## src/rtl/mem_arbiter.sv

```systemverilog
// mem_arbiter: shares the single main-memory port between the write buffer and the
// dcache/icache read-miss paths. Fixed priority with primary/secondary swap, starvation
// protection for reads, and a one-cycle done pulse per requester.
module mem_arbiter #(
  parameter int unsigned STARVE = 8,
  parameter int unsigned CW     = 4
) (
  input  logic        clk,
  input  logic        reset,
  input  logic        swc,
  input  logic        wbreq,
  input  logic [29:0] wbadr,
  input  logic [31:0] wbdata,
  input  logic [3:0]  wbbyteen,
  input  logic        dreq,
  input  logic [29:0] dadr,
  input  logic        ireq,
  input  logic [29:0] iadr,
  output logic        wbdone,
  output logic        ddone,
  output logic        idone,
  output logic [31:0] rdata,
  output logic [29:0] memadr,
  output logic [31:0] memwdata,
  output logic [3:0]  membyteen,
  output logic        memrwb,
  output logic        memen,
  input  logic [31:0] memrdata,
  input  logic        memdone,
  output logic        busy
);

  typedef enum logic [1:0] {StIdle, StReq, StWait, StAck} state_e;
  typedef enum logic [1:0] {GntWb, GntD, GntI} gnt_e;

  state_e        r_state, w_state_next;
  gnt_e          r_grant, w_gnt, w_p_gnt, w_s_gnt;
  logic [CW-1:0] r_dwait, r_iwait;
  logic          w_d_starve, w_i_starve;
  logic          w_p_req, w_s_req, w_p_starve, w_s_starve;
  logic          w_any_req, w_grant_en, w_d_owner, w_i_owner;
  logic [29:0]   r_memadr;
  logic [31:0]   r_memwdata;
  logic [3:0]    r_membyteen;
  logic          r_memrwb;
  logic [31:0]   r_rdata;

  assign memadr    = r_memadr;
  assign memwdata  = r_memwdata;
  assign membyteen = r_membyteen;
  assign memrwb    = r_memrwb;
  assign rdata     = r_rdata;

  assign w_any_req  = wbreq | dreq | ireq;
  assign w_grant_en = (r_state == StIdle) && w_any_req;
  // A requester whose transaction is in flight is being served, so it is not waiting.
  assign w_d_owner  = (r_state != StIdle) && (r_grant == GntD);
  assign w_i_owner  = (r_state != StIdle) && (r_grant == GntI);

  // Winner selection: starving primary > starving secondary > wb > primary > secondary.
  always_comb begin
    w_d_starve = (r_dwait >= CW'(STARVE));
    w_i_starve = (r_iwait >= CW'(STARVE));
    w_p_req    = swc ? ireq : dreq;
    w_s_req    = swc ? dreq : ireq;
    w_p_starve = swc ? w_i_starve : w_d_starve;
    w_s_starve = swc ? w_d_starve : w_i_starve;
    w_p_gnt    = swc ? GntI : GntD;
    w_s_gnt    = swc ? GntD : GntI;
    w_gnt      = GntWb;
    if (w_p_req && w_p_starve) begin
      w_gnt = w_p_gnt;
    end else if (w_s_req && w_s_starve) begin
      w_gnt = w_s_gnt;
    end else if (wbreq) begin
      w_gnt = GntWb;
    end else if (w_p_req) begin
      w_gnt = w_p_gnt;
    end else if (w_s_req) begin
      w_gnt = w_s_gnt;
    end
  end

  // FSM state register.
  always_ff @(posedge clk or negedge reset) begin
    if (!reset) begin
      r_state <= StIdle;
    end else begin
      r_state <= w_state_next;
    end
  end

  // FSM next-state logic.
  always_comb begin
    w_state_next = r_state;
    case (r_state)
      StIdle:  if (w_any_req) w_state_next = StReq;
      StReq:   if (!memdone) w_state_next = StWait;
      StWait:  if (memdone) w_state_next = StAck;
      StAck:   w_state_next = StIdle;
      default: w_state_next = StIdle;
    endcase
  end

  // FSM outputs: memen only in REQ so the memory never sees a repeated start.
  always_comb begin
    memen  = (r_state == StReq);
    busy   = (r_state != StIdle);
    wbdone = (r_state == StAck) && (r_grant == GntWb);
    ddone  = (r_state == StAck) && (r_grant == GntD);
    idone  = (r_state == StAck) && (r_grant == GntI);
  end

  // Grant latch, memory-side operand registers and read-data capture.
  always_ff @(posedge clk or negedge reset) begin
    if (!reset) begin
      r_grant     <= GntWb;
      r_memadr    <= '0;
      r_memwdata  <= '0;
      r_membyteen <= '0;
      r_memrwb    <= 1'b1;
      r_rdata     <= '0;
    end else begin
      if (w_grant_en) begin
        r_grant <= w_gnt;
        case (w_gnt)
          GntWb: begin
            r_memadr    <= wbadr;
            r_memwdata  <= wbdata;
            r_membyteen <= wbbyteen;
            r_memrwb    <= 1'b0;
          end
          GntD: begin
            r_memadr    <= dadr;
            r_membyteen <= 4'b1111;
            r_memrwb    <= 1'b1;
          end
          default: begin
            r_memadr    <= iadr;
            r_membyteen <= 4'b1111;
            r_memrwb    <= 1'b1;
          end
        endcase
      end
      if ((r_state == StWait) && memdone && r_memrwb) begin
        r_rdata <= memrdata;
      end
    end
  end

  // Starvation counters: count waiting cycles, saturate, clear on grant or idle request.
  always_ff @(posedge clk or negedge reset) begin
    if (!reset) begin
      r_dwait <= '0;
      r_iwait <= '0;
    end else begin
      if (!dreq || w_d_owner || (w_grant_en && (w_gnt == GntD))) begin
        r_dwait <= '0;
      end else if (r_dwait != {CW{1'b1}}) begin
        r_dwait <= r_dwait + 1'b1;
      end
      if (!ireq || w_i_owner || (w_grant_en && (w_gnt == GntI))) begin
        r_iwait <= '0;
      end else if (r_iwait != {CW{1'b1}}) begin
        r_iwait <= r_iwait + 1'b1;
      end
    end
  end

endmodule

```

## config.mk

```make
export PLATFORM = sky130hd
export DESIGN_NAME = mem_arbiter
export DESIGN_NICKNAME = d
export VERILOG_FILES = /design/src/rtl/mem_arbiter.sv
export SDC_FILE = /design/constraint.sdc
export NUM_CORES = 1
export LEC_CHECK = 0
export CAP_MARGIN = 40
export CORE_MARGIN = 1
export CORE_UTILIZATION = 40
export DETAILED_ROUTE_END_ITERATION = 6
export MAX_ROUTING_LAYER = met4
export PLACE_DENSITY = 0.81
export SYNTH_ARGS = -nofsm -noshare
export SYNTH_HDL_FRONTEND = slang
export SYNTH_SLANG_ARGS = --single-unit
```

## constraint.sdc

```tcl
create_clock -name clk -period 2.6 [get_ports clk]
set_input_delay 0.52 -clock clk [delete_from_list [all_inputs] [get_ports clk]]
set_output_delay 0.52 -clock clk [all_outputs]
set_load 0.01 [all_outputs]
```

==> impl_metrics.env <==
export IMPL_status="finished clean"
export IMPL_vias=4503
export IMPL_hold_viol=0
export IMPL_io_pins=269
export IMPL_clkPwrFrac=0.154
export IMPL_yosysWarnings=0
export IMPL_cp_required_ns=2.08
export IMPL_die_w_um=115.5
export IMPL_first_pass_iters=5
export IMPL_insertion_delay_ns=0.35
export IMPL_path_class="reg2out"
export IMPL_drcViolationCount=0
export IMPL_cts_sinks=111
export IMPL_path_clk_slew_ns=0.07
export IMPL_ys_seq_area_frac=0.5389
export IMPL_htree_levels=3
export IMPL_core_mm2=0.01257
export IMPL_vdd_drop_max_v=0.0004573
export IMPL_cp_end_kind="primary output"
export IMPL_cts_buffer_depth=2
export IMPL_multi_input_area_mm2=0.002190
export IMPL_drv_cap=0
export IMPL_ant_nets=0
export IMPL_timing_fmax_mhz=438.7
export IMPL_hold_buffers=0
export IMPL_combPwrFrac=0.491
export IMPL_seq_power_share=0.355
export IMPL_numCtsBuffers=9
export IMPL_drt_iter0_drc=196
export IMPL_finalClockSkew_ns=0.006439
export IMPL_worstMarginPinSlew_ns=0.8714
export IMPL_seqCellArea_mm2=0.002779
export IMPL_drive_gt1_frac=0.1456
export IMPL_io_buffers=268
export IMPL_cts_tree="built"
export IMPL_power_switching_mw=2.794
export IMPL_critPathMaxFanout=4
export IMPL_netlist_area_mm2=0.005156
export IMPL_syn_to_final_growth_pct=61.59
export IMPL_power_internal_mw=5.849
export IMPL_routedWlPerCell_um=18.94
export IMPL_critPathLaunchType="register"
export IMPL_syn_num_nets=584
export IMPL_synth_cell_types=40
export IMPL_min_path_type="in2async"
export IMPL_slew_headroom=0.4191
export IMPL_hpwl_um=12070
export IMPL_die_h_um=115.5
export IMPL_placed_cells=829
export IMPL_powerDensity_mw_per_mm2=1037
export IMPL_final_cells=847
export IMPL_wirelength_um=16040
export IMPL_fin_crit_sh=0.8767
export IMPL_overflow=0
export IMPL_ys_ff_latch=111
export IMPL_synthCells=410
export IMPL_swShare=0.3233
export IMPL_cp_arrival_ns=1.76
export IMPL_slew_violations=0
export IMPL_cts_resized=0
export IMPL_p_leak_nw=3.515
export IMPL_rsz0062_at_grt="no"
export IMPL_cts_root_buffer="clkbuf_16"
export IMPL_nNetsFinal=842
export IMPL_antenna_found_initial=2
export IMPL_track_usage=0.2471
export IMPL_grt_max_degree=66
export IMPL_final_setup_tns_ns=0
export IMPL_grt_pass1_wl_um=24170
export IMPL_row_count=41
export IMPL_die_area_mm2=0.01335
export IMPL_setup_viol=0
export IMPL_fillers=958
export IMPL_first_global_vias=4619
export IMPL_viasPerCell=5.316
export IMPL_routabilityCongestion=0.8104
export IMPL_start_util=0.4103
export IMPL_fin_crit_ns=2.280
export IMPL_cts_setup_buffers=0
export IMPL_synth_area_per_cell_um2=12.58
## per-layer routing
layer,part of all wire,vias up,wire length (µm),GRT usage
li1,-,2052,-,-
met1,0.39,2176,6216,0.2738
met2,0.50,228,8076,0.4232
met3,0.078,47,1247,0.05544
met4,0.031,0,501,0.1143
met5,0,-,0,-
## path summary, 6_finish.rpt
check | startpoint | to | slack [ns] | depth (start not counted)
min | reset | memwdata[21]$_DFFE_PN0P_ | 0.17 | 1
min in group clk | memwdata[1]$_DFFE_PN0P_ | memwdata[1]$_DFFE_PN0P_ | 0.49 | 1
max | r_state[0]$_DFFE_PN0P_ | ddone | 0.32 | 4
max reg2reg | r_state[0]$_DFFE_PN0P_ | memadr[6]$_DFFE_PN0P_ | 0.52 | 6
max in group asynchronous | reset | memadr[8]$_DFFE_PN0P_ | 1.63 | 2
min reg2reg | memwdata[1]$_DFFE_PN0P_ | memwdata[1]$_DFFE_PN0P_ | 0.49 | 1
## power groups by stage
stage | Combinational, mW | Clock (mW) | Sequential, mW
CTS | 4.28 | 1.37 | 3.07
floorplan | 1.63 | 0 | 3.38
finish | 4.24 | 1.34 | 3.07
global placement | 4.13 | 0 | 3.03
global route | 4.53 | 1.45 | 3.17
detailed placement | 4.27 | 0 | 3.08
## critical path, cell delays in order (launching register included)
cell and delay [ns]:
dfrtp_1 0.40, ha_1 0.16, inv_1 0.06, nor3b_1 0.19, clkdlybuf4s50_1 0.60
## cell usage after synthesis (all sizes together)
cell type | number | share of area
mux2 | 65 | 0.16
a21oi | 1 | 0.00097
inv | 10 | 0.0073
nor2 | 13 | 0.0099
o22a | 4 | 0.0068
a311o | 1 | 0.0019
nand2b | 4 | 0.0063
clkbuf | 22 | 0.016
buf | 11 | 0.015
nand2 | 5 | 0.0036
xnor2 | 2 | 0.0034
nor2b | 2 | 0.0024
a31oi | 2 | 0.0024
and2 | 1 | 0.0012
a31o | 1 | 0.0017
o32a | 2 | 0.0039
and3 | 32 | 0.039
a22o | 3 | 0.0051
nor3 | 5 | 0.0058
dfstp | 1 | 0.0051
nor3b | 3 | 0.0044
a22oi | 31 | 0.046
a211oi | 1 | 0.0015
nand3 | 5 | 0.0049
a2bb2oi | 1 | 0.0017
mux2i | 2 | 0.0039
o21ai | 31 | 0.030
ha | 9 | 0.022
a32oi | 30 | 0.051
dfrtp | 110 | 0.53
## per-stage QoR
stage	setup WS, ns	hold slack [ns]	power [mW]	utilization	instance area [µm²]
2_1_floorplan	0.6603	0.2244	5.009	-	5156
3_3_place_gp	0.2439	0.4675	7.161	0.6398	8041
3_5_place_dp	0.1327	0.4793	7.353	0.6398	8041
4_1_cts	0.2973	0.1940	8.711	0.6625	8327
5_1_grt	0.2069	0.2155	9.150	0.6629	8332
6_report	0.3205	0.1699	8.644	0.6629	8332
## logic make-up after synthesis
| group | synth area share |
|---|---|
| multiplexers | 0.1670 |
| buffers and inverters | 0.03834 |
| adder cells (fa/ha/maj) | 0.02184 |
| XOR/XNOR | 0.003398 |
| AO/OA/AOI/OAI | 0.1531 |
| flip-flops | 0.5389 |
| AND/OR/NAND/NOR | 0.07741 |
## final cells by class
class | count | share of cell area
clock inverter | 3 | 0.003003
timing repair buffer | 280 | 0.3385
clock buffer | 13 | 0.03124
sequential | 111 | 0.3335
inverter | 10 | 0.004505
tap | 172 | 0.02583
antenna | 2 | 0.0006007
multi-input combinational | 256 | 0.2628
## state kept, by name, summed over array words and instances (netlist names)
| signal | flops |
|---|---|
| membyteen | 4 |
| memrwb | 1 |
| r_grant | 2 |
| memadr | 30 |
| memwdata | 32 |
| rdata | 32 |
| r_dwait | 4 |
| r_state | 2 |
| r_iwait | 4 |
## cells in the final DEF (no fill, tap or decap), types with 2 or more instances in the layout
master / synthesis / routed
nor2b_1: 2 / 2
o22a_1: 4 / 4
nor3b_1: 3 / 3
nor2_1: 12 / 12
buf_4: 0 / 9
clkbuf_16: 0 / 9
diode_2: 0 / 2
nor3_1: 4 / 4
mux2i_1: 2 / 2
o21ai_1: 30 / 30
a22oi_1: 30 / 30
clkdlybuf4s50_1: 0 / 267
and3_1: 32 / 32
dfrtp_1: 110 / 110
a32oi_1: 30 / 30
a31oi_1: 2 / 2
clkbuf_8: 0 / 2
ha_1: 9 / 9
mux2_4: 29 / 29
nand2_1: 5 / 5
buf_12: 0 / 4
nand3_1: 5 / 5
mux2_1: 4 / 4
xnor2_1: 2 / 2
a22o_1: 3 / 3
clkbuf_1: 22 / 2
nand2b_1: 3 / 2
mux2_2: 32 / 32
o32a_1: 2 / 2
inv_1: 9 / 9
Note: power is estimated with default switching activity, not from simulation.
==> patch 1: new RTL, same flow settings <==
Register the input `iadr` before use, with the module's reset. The logic sees it one clock later. The other inputs are not delayed to match.
--- a/src/rtl/mem_arbiter.sv
+++ b/src/rtl/mem_arbiter.sv
@@ -34,2 +34,12 @@
   typedef enum logic [1:0] {GntWb, GntD, GntI} gnt_e;
+
+  logic [29:0] iadr_q;
+
+  always_ff @(posedge clk or negedge reset) begin
+    if (!reset) begin
+      iadr_q <= '0;
+    end else begin
+      iadr_q <= iadr;
+    end
+  end
 
@@ -138,3 +148,3 @@
           default: begin
-            r_memadr    <= iadr;
+            r_memadr    <= iadr_q;
             r_membyteen <= 4'b1111;
Behaviour: not the same (Yosys sat finds a counterexample within 4 cycles, from zero or initial values and one cycle with reset low).
==> patch 1 against the unedited design <==
Setup slack lost 0.14 ns. Cell area is 10% higher. Synthesized area is 10% higher. Utilization decreased by 0.22 points. Largest power group unchanged. Routed wire length grew 5.3%. Sequential power up 16%. Sequential cell count increased by 30. Global-route usage decreased by 0.20 points. Clock power up 68%. Maximum frequency shrank 5.9%. Power is 14% higher.
==> patch 1: results (changes against the unedited design) <==
The slowest stage cell on the critical path is sky130_fd_sc_hd__clkdlybuf4s50_1. The run gives 239 (+22%) as the violation count after the first detailed-routing iteration. The data arrival time at the worst-slack endpoint is 1.90 ns (+0.14 ns), and the depth of the CTS H-tree is 4 (+1). For the first-pass GRT wire length, the log shows 26000 µm (+7.4%). The run gives 0 (unchanged) as the number of warning messages in the yosys log. The number of cells after detailed placement was 851 (+2.7%); the average detailed-routed wire length per instance was 19.1 µm (+1.1%). The post-CTS setup buffer count was 0 (unchanged). The number of instances resized during post-cts repair was 0 (unchanged). Sequential area share after synthesis: 0.622 (+0.0831).

The run gives 594 (+1.7%) as the number of nets in the synthesized netlist. The register-to-register path setup slack came out at 0.37 ns (-0.15 ns). The maximum fanout along the worst path is 6 (+2).

Depth of the most critical reg-to-reg path: 7 (+1). The logs give 63 (-4.5%) for the maximum number of pins on one net before global-route repair and 1031 (+7.6%) for the layout filler cell count. Clock buffer count from CTS: 17 (+8). The run gives 4 (-1) as the iteration count of the initial detailed-routing pass. The proportion of synthesized flip-flops having asynchronous set or reset is 1.00 (unchanged), and the area enclosed by the die boundary is 14700 µm² (+9.9%). Number of buffers on the longest clock path: 2 (unchanged). The flow ran to the end, and the final reports show no timing, DRC or antenna violations. The root buffer cell chosen for the clock tree is sky130_fd_sc_hd__clkbuf_16. The tools report the worst ir drop on vdd as 0.768 mV (+68%). The startpoint of the lowest-slack register-to-register path was r_state[0]. The class of the worst hold path was input port to asynchronous set/reset pin. The count of cell types in the netlist was 39 (-2.5%). The tools report the capture instance of the worst register-to-register path as memwdata[25]. The mean instance size in the synthesized netlist is 13.5 µm² (+7.4%).

The insertion delay of the later-clocked pin in the worst-skew pair is 0.41 ns (+0.06 ns). The transition time of the tightest slew-check pin is 0.578 ns (-0.293 ns), and the sum of routed wire length over all layers is 16900 µm (+5.3%). The instance area at placement is 8620 µm² (+7.2%), and the number of port buffers is 268 (unchanged). The largest stage delay on the critical path was 0.57 ns (-0.03 ns); the cell leakage power was 3.76 nW (+7.0%).

After synthesis, the most frequently instantiated cells are sky130_fd_sc_hd__dfrtp_1 (140), sky130_fd_sc_hd__mux2_2 (62), sky130_fd_sc_hd__a32oi_1 (60). The tools report the count of nets after finishing as 864 (+2.6%). The tools report the number of diodes as 0 (-2). The HPWL after detailed placement came out at 12200 µm (+0.80%).

By area the synthesized netlist is led by sky130_fd_sc_hd__dfrtp_1 (62%), sky130_fd_sc_hd__mux2_2 (12%), sky130_fd_sc_hd__a32oi_1 (9.3%). The initial antenna violation count is 0 (-2). Cell family contributing the most delay on the critical path: buffers and inverters. The share of final-layout standard cells stronger than drive strength 1 is 0.162 (+0.0168).

After clock tree synthesis, the clock-pin slew on the worst setup and hold paths is 0.06 ns. The tools report the global-route usage over all layers as 0.245 (-0.00197). For the routability congestion estimate from global placement, the log shows 0.798 (-1.5%). The final clock skew was 0.00568 ns (-0.000756 ns). The detail-routed via count per cell was 5.27 (-0.85%); the number of global-route vias before repair was 5068 (+9.7%).
patch 1: cell types whose count changed after synthesis, sizes merged, moves of 2 or more:
cell | before | now
dfrtp | 110 | 140
a22oi | 31 | 1
clkbuf | 22 | 24
nor3b | 3 | 1
o22a | 4 | 0
inv | 10 | 16
a21oi | 1 | 5
a32oi | 30 | 60
buf | 11 | 7
nor2 | 13 | 18
and3 | 32 | 1
patch 1: kinds of logic after synthesis:
| kind of cell | synth area share |
|---|---|
| AO/OA/AOI/OAI | 0.151 |
| flip-flops | 0.622 |
| adder cells (fa/ha/maj) | 0.0198 |
| buffers and inverters | 0.0359 |
| multiplexers | 0.133 |
| XOR/XNOR | 0.00309 |
| AND/OR/NAND/NOR | 0.0357 |
patch 1: through the flow:
step                 util  setup WS [ns]  hold slack (ns)  power [W]
floorplan               -          0.422            0.224    0.00530
global placement    0.621         0.0778            0.472    0.00749
detailed placement  0.621         0.0329            0.479    0.00767
CTS                 0.661          0.183           0.0918    0.00998
global route        0.661          0.111           0.0984     0.0104
finish              0.661          0.178           0.0740    0.00988
patch 1: metal layers:
metal | up-vias | GRT usage | routed length (µm)
li1 | 2115 | - | -
met1 | 2315 | 0.264 | 6320
met2 | 196 | 0.422 | 8880
met3 | 23 | 0.0822 | 1380
met4 | 0 | 0.0833 | 314
met5 | - | - | 0
patch 1: cell type report:
class	count	area (µm²)	area share
flip-flops and latches	141	3530	0.385
clock buffers	20	457	0.0498
multi-input cells	232	1970	0.215
well taps	180	225	0.0246
clock inverters	11	93.8	0.0102
inverters	16	60.1	0.00655
repair buffers	282	2830	0.309
patch 1: worst max path at each step:
stage / from / endpoint / slack (ns) / depth (start not counted)
finish: r_state[0] / busy / 0.18 / 4
global route: r_state[0] / busy / 0.11 / 4
CTS: r_state[0] / busy / 0.18 / 4
detailed placement: wbreq / memwdata[25] / 0.03 / 6
global placement: wbreq / memwdata[18] / 0.08 / 6
floorplan: dreq / memwdata[10] / 0.42 / 6
patch 1: worst register-to-register path: cells and delay by family, from the launching register on:
| family | cells | cell delay [ns] |
|---|---|---|
| fa+ha+maj | 1 | 0.33 |
| flops | 1 | 0.42 |
| mux | 1 | 0.40 |
| buf+inv | 2 | 0.39 |
| compound gates | 3 | 0.60 |
patch 1: where the power goes:
group | leakage (nW) | switching (W) | internal (W) | total, W
registers | 1.69 | 0.000500 | 0.00306 | 0.00356
clock network | 0.264 | 0.000894 | 0.00135 | 0.00225
logic | 1.81 | 0.00168 | 0.00240 | 0.00408
total | 3.76 | 0.00307 | 0.00681 | 0.00988
==> patch 2: new RTL, config.mk and constraints unchanged <==
Made on the original files. Change the parameter `CW` from 4 to 8.
--- a/src/rtl/mem_arbiter.sv
+++ b/src/rtl/mem_arbiter.sv
@@ -5,3 +5,3 @@
   parameter int unsigned STARVE = 8,
-  parameter int unsigned CW     = 4
+  parameter int unsigned CW     = 8
 ) (
Behaviour: no difference found for any inputs over 10 cycles, from zero or initial values and one cycle with reset low; that may be too few to reach the edited logic, so the function may still have changed.
==> patch 2 against the unedited design <==
The flow now finishes with violations (DRC). Via count increased by 19%. Synthesized area is 6.7% higher. Register-to-register slack worse by 0.14 ns. Final cell count grew 19%. Cell area up 8.3%. Utilization is 1.3 points higher. Power rose by 14%. Sequential cell count grew 8. Routed wire length increased by 8.8%. Setup slack worse by 0.18 ns. Clock skew fell by 0.0013 ns. Highest routed layer unchanged.
==> patch 2: results (changes against the unedited design) <==
The run gives 7 (+2) as the iteration count of the initial detailed-routing pass. The logs give 990 (+18%) for the count of nets after finishing and 4 (+1) for the depth of the CTS H-tree. The final clock skew was 0.00515 ns (-0.00129 ns); the post-CTS setup buffer count was 0 (unchanged).

The checks that failed: DRC. The total via count after detailed routing came out at 5367 (+19%). The maximum number of pins on one net before global-route repair was 70 (+6.1%). The layout filler cell count was 998 (+4.2%); the worst slack at placement was 0.110 ns (-0.0231 ns). The average detailed-routed wire length per instance was 17.4 µm (-8.3%); the violation count after the first detailed-routing iteration was 470 (+140%). The number of nets in the synthesized netlist was 721 (+23%).

The run gives 0.542 (+0.00268) as the sequential area share after synthesis. The flow ran to the end, but the final reports show violations. For the clock buffer count from CTS, the log shows 17 (+8). The share of final-layout standard cells stronger than drive strength 1 works out to 0.107 (-0.0383). The logs give 3.83 nW (+8.9%) for the cell leakage power and 0.40 ns (+0.05 ns) for the insertion delay of the later-clocked pin in the worst-skew pair. For the number of diodes, the log shows 0 (-2).

The total DRC errors in the routed layout is 4 (+4), and the worst ir drop on vdd is 0.503 mV (+10%). The run gives 28000 µm (+16%) as the first-pass GRT wire length. After synthesis, the cell types taking the most area are sky130_fd_sc_hd__dfrtp_1 (54%), sky130_fd_sc_hd__nand2_1 (10%), sky130_fd_sc_hd__mux2_2 (6.6%). Instance area at placement: 8460 µm² (+5.2%). The initial antenna violation count was 0 (-2). The run gives 12700 µm (+5.2%) as the HPWL after detailed placement. Count of cell types in the netlist: 46 (+15%). The run gives 5549 (+20%) as the number of global-route vias before repair.
==> patch 2: cell types whose count changed after synthesis, sizes merged, moves of 20 or more <==
cell / unedited run / this run
and3: 32 / 5
nand4: 0 / 20
a32oi: 30 / 0
o211ai: 0 / 30
nand2: 5 / 146
mux2: 65 / 32
==> patch 2: metal layers <==
metal / vias up / global-route usage / share of wire
met5: - / - / 0
met4: 0 / 0.0854 / 0.014
met3: 20 / 0.0532 / 0.075
met2: 293 / 0.455 / 0.51
met1: 2562 / 0.301 / 0.40
li1: 2492 / - / -
==> patch 2: cell type report <==
type / instances / area [µm²] / area share
Clock inverter: 14 / 124 / 0.0137
Timing Repair Buffer: 284 / 2860 / 0.317
Tap cell: 176 / 220 / 0.0244
Sequential cell: 119 / 2980 / 0.330
Clock buffer: 18 / 439 / 0.0487
Inverter: 12 / 45.0 / 0.00499
Multi-Input combinational cell: 382 / 2360 / 0.261
==> patch 2: per-stage QoR <==
stage	cells	hold slack (ns)	utilization
finish	1005	0.0215	0.676
global route	1005	0.0370	0.676
CTS	1005	0.0233	0.676
detailed placement	973	0.460	0.634
global placement	972	0.453	0.633
floorplan	547	0.224	-
==> patch 2: power breakdown <==
group          internal [W]  switching (W)
combinational       0.00246        0.00197
sequential          0.00268       0.000526
clock               0.00134       0.000870
total               0.00648        0.00336
==> patch 2: cell families after synthesis <==
logic type | synth area share
mux | 0.0692
fa+ha+maj | 0.0205
flops | 0.542
compound gates | 0.149
xor+xnor | 0.00796
buf+inv | 0.0325
simple gates | 0.179
==> patch 2: worst max-delay path, stage by stage (launching register included) <==
cell and delay [ns]:
sky130_fd_sc_hd__dfrtp_1 0.41, sky130_fd_sc_hd__inv_1 0.10, sky130_fd_sc_hd__ha_1 0.22, sky130_fd_sc_hd__inv_1 0.22
sky130_fd_sc_hd__clkdlybuf4s50_1 0.59
==> patch 2: path summary, 6_finish.rpt <==
check	from	endpoint	slack (ns)	depth (start not counted)
min in group clk	memwdata[27]	memwdata[27]	0.47	2
min reg2reg	memwdata[27]	memwdata[27]	0.47	2
max in group asynchronous	reset	rdata[24]	1.88	2
max reg2reg	r_dwait[7]	r_dwait[7]	0.38	5
max	r_state[0]	busy	0.14	4
min	reset	memwdata[7]	0.02	1
